$ cat config.mk
export PLATFORM = sky130hd
export DESIGN_NAME = mem_arbiter_flat
export DESIGN_NICKNAME = d
export VERILOG_FILES = /design/src/rtl/mem_arbiter_pkg.sv /design/src/rtl/mem_arbiter_if.sv /design/src/rtl/mem_arbiter_lane.sv /design/src/rtl/mem_arbiter.sv /design/src/flat_wrapper.sv
export SDC_FILE = /design/constraint.sdc
export NUM_CORES = 1
export LEC_CHECK = 0
export BUFFER_PORTS_ARGS = -buffer_cell sky130_fd_sc_hd__buf_2
export CORE_MARGIN = 10
export CORE_UTILIZATION = 59
export DETAILED_ROUTE_END_ITERATION = 10
export PLACE_DENSITY_LB_ADDON = 0.15
export REMOVE_ABC_BUFFERS = 1
export SYNTH_ARGS = -nofsm -noshare
export SYNTH_HDL_FRONTEND = slang
export SYNTH_HIERARCHICAL = 1
export SYNTH_SLANG_ARGS = --single-unit
$ cat constraint.sdc
create_clock -name clk -period 8.2 [get_ports clk]
set_input_delay 0.82 -clock clk [delete_from_list [all_inputs] [get_ports clk]]
set_output_delay 0.82 -clock clk [all_outputs]
set_load 0.005 [all_outputs]
$ cat src/rtl/mem_arbiter_pkg.sv
// rtl/mem_arbiter_pkg.sv - shared encodings, state codes and bus types for the byte-serial RAM arbiter
package mem_arbiter_pkg;

  localparam int RAM_ADDR_W  = 32;
  localparam int BYTE_W      = 8;
  localparam int ARB_STATE_W = 2;

  localparam logic [1:0] MEM_SIZE_BYTE = 2'b00;
  localparam logic [1:0] MEM_SIZE_HALF = 2'b01;
  localparam logic [1:0] MEM_SIZE_WORD = 2'b10;

  typedef enum logic [ARB_STATE_W-1:0] {
    ARB_IDLE = 2'd0,
    ARB_BUSY = 2'd1,
    ARB_DONE = 2'd2
  } arb_state_t;

  typedef enum logic {
    OWNER_IF  = 1'b0,
    OWNER_MEM = 1'b1
  } owner_t;

  typedef logic [RAM_ADDR_W-1:0] ram_addr_t;
  typedef logic [BYTE_W-1:0]     byte_t;

  // Size code 11 is treated as a full word.
  function automatic logic [2:0] size_to_len(input logic [1:0] size);
    case (size)
      MEM_SIZE_BYTE: return 3'd1;
      MEM_SIZE_HALF: return 3'd2;
      MEM_SIZE_WORD: return 3'd4;
      default:       return 3'd4;
    endcase
  endfunction

endpackage

$ cat src/rtl/mem_arbiter_if.sv
// rtl/mem_arbiter_if.sv - requester (IF/MEM), byte RAM and stall-request bundle
interface mem_arbiter_if #(
  parameter int ADDR_W = 32
);
  logic              if_req;
  logic [ADDR_W-1:0] if_addr;
  logic              if_done;
  logic [31:0]       if_data;

  logic              mem_req;
  logic              mem_we;
  logic [1:0]        mem_size;
  logic [ADDR_W-1:0] mem_addr;
  logic [31:0]       mem_wdata;
  logic              mem_done;
  logic [31:0]       mem_rdata;

  logic [ADDR_W-1:0] ram_a;
  logic [7:0]        ram_dout;
  logic              ram_wr;
  logic [7:0]        ram_din;

  logic              if_stall_req;
  logic              mem_stall_req;

  modport slave (
    input  if_req, if_addr, mem_req, mem_we, mem_size, mem_addr, mem_wdata, ram_din,
    output if_done, if_data, mem_done, mem_rdata, ram_a, ram_dout, ram_wr,
           if_stall_req, mem_stall_req
  );

  modport master (
    output if_req, if_addr, mem_req, mem_we, mem_size, mem_addr, mem_wdata, ram_din,
    input  if_done, if_data, mem_done, mem_rdata, ram_a, ram_dout, ram_wr,
           if_stall_req, mem_stall_req
  );
endinterface

$ cat src/rtl/mem_arbiter_lane.sv
// rtl/mem_arbiter_lane.sv - counter-indexed byte extract (store path) and byte insert (load path)
module mem_arbiter_lane
  import mem_arbiter_pkg::*;
(
  input  logic [31:0] word,
  input  logic [1:0]  rd_sel,
  output byte_t       byte_out,
  input  logic [31:0] acc,
  input  logic [1:0]  wr_sel,
  input  byte_t       din,
  output logic [31:0] acc_next
);

  always_comb begin
    byte_out = word[{rd_sel, 3'b000} +: 8];
    acc_next = acc;
    acc_next[{wr_sel, 3'b000} +: 8] = din;
  end

endmodule

$ cat src/rtl/mem_arbiter.sv
// rtl/mem_arbiter.sv - shares one byte-wide RAM port between IF and MEM, serialising little-endian accesses
// Optional MEM_ARB_RR_EN: round-robin tie-break using a last-owner bit; otherwise MEM always beats IF.
module mem_arbiter
  import mem_arbiter_pkg::*;
#(
  parameter int ADDR_W = 32,
  parameter int DATA_W = 32
) (
  input  logic         clk,
  input  logic         rst,
  input  logic         rdy,
  mem_arbiter_if.slave bus
);

  arb_state_t        state;
  owner_t            owner;
  logic [ADDR_W-1:0] base;
  logic [2:0]        len;
  logic [2:0]        cnt;
  logic              we;
  logic [DATA_W-1:0] wdata;
  logic [DATA_W-1:0] acc;

  logic [ADDR_W-1:0] ram_a_q;
  logic [7:0]        ram_dout_q;
  logic              ram_wr_q;
  logic              if_done_q;
  logic              mem_done_q;
  logic [31:0]       if_data_q;
  logic [31:0]       mem_rdata_q;

  logic [2:0]        cnt_inc;
  logic [1:0]        lane_wr;
  byte_t             next_byte;
  logic [31:0]       acc_next;

  logic              grant_mem;
  logic [ADDR_W-1:0] gnt_addr;
  logic [1:0]        gnt_size;
  logic              gnt_we;

  assign cnt_inc = cnt + 3'd1;
  // Capture in BUSY cycle cnt+1 lands the byte addressed one cycle earlier.
  assign lane_wr = cnt[1:0] - 2'd1;

  mem_arbiter_lane u_lane (
    .word     (wdata),
    .rd_sel   (cnt_inc[1:0]),
    .byte_out (next_byte),
    .acc      (acc),
    .wr_sel   (lane_wr),
    .din      (bus.ram_din),
    .acc_next (acc_next)
  );

`ifdef MEM_ARB_RR_EN
  owner_t last_owner;
  assign grant_mem = bus.mem_req & (~bus.if_req | (last_owner == OWNER_IF));
`else
  assign grant_mem = bus.mem_req;
`endif

  assign gnt_addr = grant_mem ? bus.mem_addr : bus.if_addr;
  assign gnt_size = grant_mem ? bus.mem_size : MEM_SIZE_WORD;
  assign gnt_we   = grant_mem & bus.mem_we;

  always_ff @(posedge clk or negedge rst) begin
    if (!rst) begin
      state       <= ARB_IDLE;
      owner       <= OWNER_IF;
      base        <= '0;
      len         <= '0;
      cnt         <= '0;
      we          <= 1'b0;
      wdata       <= '0;
      acc         <= '0;
      ram_a_q     <= '0;
      ram_dout_q  <= '0;
      ram_wr_q    <= 1'b0;
      if_done_q   <= 1'b0;
      mem_done_q  <= 1'b0;
      if_data_q   <= '0;
      mem_rdata_q <= '0;
`ifdef MEM_ARB_RR_EN
      last_owner  <= OWNER_IF;
`endif
    end else if (rdy) begin
      case (state)
        ARB_IDLE: begin
          if (bus.if_req | bus.mem_req) begin
            state      <= ARB_BUSY;
            owner      <= grant_mem ? OWNER_MEM : OWNER_IF;
            base       <= gnt_addr;
            len        <= size_to_len(gnt_size);
            we         <= gnt_we;
            wdata      <= bus.mem_wdata;
            cnt        <= '0;
            acc        <= '0;
            ram_a_q    <= gnt_addr;
            ram_wr_q   <= gnt_we;
            ram_dout_q <= gnt_we ? bus.mem_wdata[7:0] : 8'h00;
          end
        end
        ARB_BUSY: begin
          if (we) begin
            if (cnt_inc == len) begin
              state      <= ARB_DONE;
              ram_a_q    <= '0;
              ram_wr_q   <= 1'b0;
              ram_dout_q <= '0;
              if (owner == OWNER_MEM) mem_done_q <= 1'b1;
              else                    if_done_q  <= 1'b1;
            end else begin
              cnt        <= cnt_inc;
              ram_a_q    <= base + ADDR_W'(cnt_inc);
              ram_dout_q <= next_byte;
            end
          end else begin
            if (cnt == len) begin
              state <= ARB_DONE;
              if (owner == OWNER_MEM) begin
                mem_done_q  <= 1'b1;
                mem_rdata_q <= acc_next;
              end else begin
                if_done_q <= 1'b1;
                if_data_q <= acc_next;
              end
            end else begin
              cnt <= cnt_inc;
              if (cnt != 3'd0) acc <= acc_next;
              ram_a_q <= (cnt_inc == len) ? '0 : base + ADDR_W'(cnt_inc);
            end
          end
        end
        ARB_DONE: begin
          state      <= ARB_IDLE;
          if_done_q  <= 1'b0;
          mem_done_q <= 1'b0;
`ifdef MEM_ARB_RR_EN
          last_owner <= owner;
`endif
        end
        default: state <= ARB_IDLE;
      endcase
    end
  end

  assign bus.ram_a         = ram_a_q;
  assign bus.ram_dout      = ram_dout_q;
  assign bus.ram_wr        = ram_wr_q & rdy;
  assign bus.if_done       = if_done_q;
  assign bus.mem_done      = mem_done_q;
  assign bus.if_data       = if_data_q;
  assign bus.mem_rdata     = mem_rdata_q;
  assign bus.if_stall_req  = bus.if_req & ~if_done_q;
  assign bus.mem_stall_req = bus.mem_req & ~mem_done_q;

endmodule

$ cat src/flat_wrapper.sv
// flat-port wrapper written by rule: the top's interface ports become plain ports
module mem_arbiter_flat import mem_arbiter_pkg::*;
#(
  parameter int ADDR_W = 32,
  parameter int DATA_W = 32
)
  (clk, rst, rdy, bus_if_req, bus_if_addr, bus_mem_req, bus_mem_we, bus_mem_size, bus_mem_addr, bus_mem_wdata, bus_ram_din, bus_if_done, bus_if_data, bus_mem_done, bus_mem_rdata, bus_ram_a, bus_ram_dout, bus_ram_wr, bus_if_stall_req, bus_mem_stall_req);
  mem_arbiter_if #(.ADDR_W(ADDR_W)) bus_i ();
  input  logic clk;
  input  logic rst;
  input  logic rdy;
  input wire logic [$bits(bus_i.if_req)-1:0] bus_if_req;
  input wire logic [$bits(bus_i.if_addr)-1:0] bus_if_addr;
  input wire logic [$bits(bus_i.mem_req)-1:0] bus_mem_req;
  input wire logic [$bits(bus_i.mem_we)-1:0] bus_mem_we;
  input wire logic [$bits(bus_i.mem_size)-1:0] bus_mem_size;
  input wire logic [$bits(bus_i.mem_addr)-1:0] bus_mem_addr;
  input wire logic [$bits(bus_i.mem_wdata)-1:0] bus_mem_wdata;
  input wire logic [$bits(bus_i.ram_din)-1:0] bus_ram_din;
  output wire logic [$bits(bus_i.if_done)-1:0] bus_if_done;
  output wire logic [$bits(bus_i.if_data)-1:0] bus_if_data;
  output wire logic [$bits(bus_i.mem_done)-1:0] bus_mem_done;
  output wire logic [$bits(bus_i.mem_rdata)-1:0] bus_mem_rdata;
  output wire logic [$bits(bus_i.ram_a)-1:0] bus_ram_a;
  output wire logic [$bits(bus_i.ram_dout)-1:0] bus_ram_dout;
  output wire logic [$bits(bus_i.ram_wr)-1:0] bus_ram_wr;
  output wire logic [$bits(bus_i.if_stall_req)-1:0] bus_if_stall_req;
  output wire logic [$bits(bus_i.mem_stall_req)-1:0] bus_mem_stall_req;
  assign bus_i.if_req = bus_if_req;
  assign bus_i.if_addr = bus_if_addr;
  assign bus_i.mem_req = bus_mem_req;
  assign bus_i.mem_we = bus_mem_we;
  assign bus_i.mem_size = bus_mem_size;
  assign bus_i.mem_addr = bus_mem_addr;
  assign bus_i.mem_wdata = bus_mem_wdata;
  assign bus_i.ram_din = bus_ram_din;
  assign bus_if_done = bus_i.if_done;
  assign bus_if_data = bus_i.if_data;
  assign bus_mem_done = bus_i.mem_done;
  assign bus_mem_rdata = bus_i.mem_rdata;
  assign bus_ram_a = bus_i.ram_a;
  assign bus_ram_dout = bus_i.ram_dout;
  assign bus_ram_wr = bus_i.ram_wr;
  assign bus_if_stall_req = bus_i.if_stall_req;
  assign bus_mem_stall_req = bus_i.mem_stall_req;
  mem_arbiter #(.ADDR_W(ADDR_W), .DATA_W(DATA_W)) u_core (.clk(clk), .rst(rst), .rdy(rdy), .bus(bus_i));
endmodule
==> run summary <==
outcome = finished clean
Hold Slack = 0.415 ns
antenna violations before repair = 0
Cell Area, Synth = 10400 sq um
routed length per placed instance = 18.7 microns
EDFF count, synth = 0
Setup Viol. Count Final = 0
CTS Hold Bufs = 0
Area Growth Syn to Fin = 18.2%
CTS tree = yes
Routed Antenna Nets = 0
PortBufs = 220
routed wire length = 26400 microns
worst path bufs/invs = 3
Fillers = 1311
critical path's largest stage delay = 0.67 ns
final hold viol count = 0
Clock transition at path regs = 0.06 ns
Worst Hold Class = in2async
Setup crit start kind = flip-flop
# nets final = 1297
Fmax = 263 MHz
WP data required = 8.62 ns
crit-path leading delay family = adder cells
clk_lat worst skew = 0.51 ns
CTS Buffer Depth = 3
Overflow after GRT = 0
sequential area share after synthesis = 51.0%
largest net degree at the start of global routing = 140
GRT Total Usage = 21.8%
n_diodes = 0
first-pass GRT wire length = 43100 microns
die area = 23400 sq um
I/O pin count = 221
CTS sink count = 213
ranking of synthesized cells by area = dfrtp_1 51%, mux2_2 10%, nand2_1 5.4%
DRC Markers = 0
root buf cell = clkbuf_16
worst path cell trace = inv_1 -> ha_1 -> inv_1 -> inv_1 -> ha_1 -> or4b_1 -> o22ai_1 -> nand2_1 -> o21ai_0
total CTS buffers = 23
DP HPWL = 18300 microns
initial core utilization = 60.4%
Tcrit/Tclk final = 46.4%
Die Ht = 153 microns
CP Capture Type = flip-flop
row count = 48
setup ws final = 4.40 ns
Worst Path Class, Setup = reg2reg
power per cell area = 341 nW/um^2
setup_tns = 0 ns
unrepaired setup endpoints after global routing = no
fin crit period = 3.80 ns
Least-Margin Pin Slew = 1.08 ns
cell count after synthesis = 979
Yosys top cell area share = 51.0%
CP most frequent cell = inv_1
H-tree levels = 1
share of cells above drive strength 1 = 33.1%
vias in the first global route = 8223
Core Region = 17300 sq um
vias post-DR = 8087
P_leak = 6.03 nW
library cells used by synthesis = 65
Synth area leader = dfrtp_1
number of post-CTS setup repair buffers = 0
Synth async-reset ratio = 100%
Worst slew margin = 27.7%
Arr. time, crit path = 4.22 ns
chip width = 153 microns
Peak VDD IR = 0.237 mV
Area after DPL = 11600 sq um
Max-Cap Viols = 0
DP Worst Slack = 4.44 ns
PostCTS Resize Cnt = 0
YS warnings = 6
routability cong. = 0.799
Seq cells post-synth = 213
Post-Layout Inst Area = 12300 sq um
Iter 0 DRT Violations = 619
Synth Area per Inst = 10.7 sq um
fin. max-slew vios = 0
Via density = 5.73
crit path max fanout = 17
Main synth FF type = dfrtp_1
Pre-antenna DRT Iters = 5
Final Skew = 0.0168 ns
Slowest cell on crit path = or4b_1
-- state kept, by name, indices dropped and copies added (netlist names) --
signal and cells:
u_core/bus.mem_done 1, u_core/acc 32, u_core/owner 1, u_core/state 2, u_core/len 3, u_core/cnt 3, u_core/wdata 32, u_core/bus.ram_a 32
u_core/base 32, u_core/ram_wr_q 1, u_core/bus.ram_dout 8, u_core/we 1, u_core/bus.if_done 1, u_core/bus.if_data 32, u_core/bus.mem_rdata 32
-- area by class of cell --
class	count	area (sq um)	area share, %
timing repair buffer	228	1170	9.49
clock buffer	34	677	5.49
sequential	213	5330	43.2
inverter	37	139	1.13
multi-input combinational	667	4700	38.1
clock inverter	7	42.5	0.345
tap	225	282	2.28
-- Yosys cell counts (5+ instances only) --
cell      instances
a21oi_1          34
a22o_1           10
a22oi_1           8
a31oi_1           5
and3_1            5
buf_2            27
clkbuf_1         28
dfrtp_1         213
ha_1             14
inv_1            37
mux2_2           94
mux2i_1          33
mux4_2            8
nand2_1         151
nand3_1          17
nand4_1          12
nor2_1           44
nor3_1            7
nor4_1            8
o21ai_0          92
o221ai_1          8
o22ai_1          17
o22ai_2           8
xnor2_1           5
xor2_1           26
-- cells by family (layout without fill, tap and decap cells) --
family                     after synthesis  count (layout)  share of synthesized area, %
and+or+nand+nor                        277             277                          12.4
xor gates and xnor gates                34              34                          3.13
muxes                                  139             139                          15.5
buffers and inverters                   99             306                          4.07
DFF                                    213             213                          51.0
AOI/OAI and AO/OA                      202             202                          12.0
adders and majority gates               15              15                          1.87
-- worst reg2reg max path, cell delays in order, from the launching register on --
cell and delay, ns:
dfrtp_1 0.46, inv_1 0.63, ha_1 0.60, inv_1 0.20, inv_1 0.10, ha_1 0.46
or4b_1 0.67, o22ai_1 0.30, nand2_1 0.08, o21ai_0 0.21
-- power by group --
group | total (mW) | leakage, nW | switching [mW] | internal (mW)
combinational | 1.58 | 2.90 | 0.912 | 0.669
clock | 0.978 | 0.361 | 0.408 | 0.571
sequential | 1.64 | 2.77 | 0.249 | 1.39
total | 4.20 | 6.03 | 1.57 | 2.63
-- worst paths after layout --
kind / from / to / slack, ns / cells past startpoint
setup / recovery: u_core/cnt[0] / u_core/acc[19] / 4.40 / 9
hold / removal: rst / u_core/bus.if_data[26] / 0.42 / 1
setup reg to reg: u_core/cnt[0] / u_core/acc[19] / 4.40 / 9
hold reg to reg: u_core/bus.ram_a[3] / u_core/bus.ram_a[3] / 0.47 / 2
max in group asynchronous: rst / u_core/acc[2] / 6.22 / 2
min in group clk: u_core/bus.ram_a[3] / u_core/bus.ram_a[3] / 0.47 / 2
-- layout by cell type (no fill, tap or decap), types with 5 or more instances in the layout --
cell / n
a21oi_1: 34
a22o_1: 10
a22oi_1: 8
a31oi_1: 5
and3_1: 5
buf_2: 219
buf_4: 8
clkbuf_1: 5
clkbuf_16: 23
clkbuf_8: 6
clkinv_2: 5
dfrtp_1: 213
ha_1: 13
inv_1: 37
mux2_2: 94
mux2i_1: 33
mux4_2: 8
nand2_1: 151
nand3_1: 17
nand4_1: 12
nor2_1: 44
nor3_1: 7
nor4_1: 8
o21ai_0: 92
o221ai_1: 8
o22ai_1: 17
o22ai_2: 8
xnor2_1: 5
xor2_1: 26
-- routing by layer --
layer	global-route usage, %	part of all wire [%]
met1	29.7	44
met2	34.6	47
met3	4.91	7.6
met4	5.27	1.9
met5	0	0
-- per-stage QoR --
step | power, mW | util, % | instances
2_1_floorplan | 2.68 | - | 917
3_3_place_gp | 3.17 | 67.2 | 1370
3_5_place_dp | 3.23 | 67.2 | 1370
4_1_cts | 4.22 | 71.3 | 1411
5_1_grt | 4.49 | 71.3 | 1411
6_report | 4.20 | 71.3 | 1411
Power figures use the tool's default switching activity.
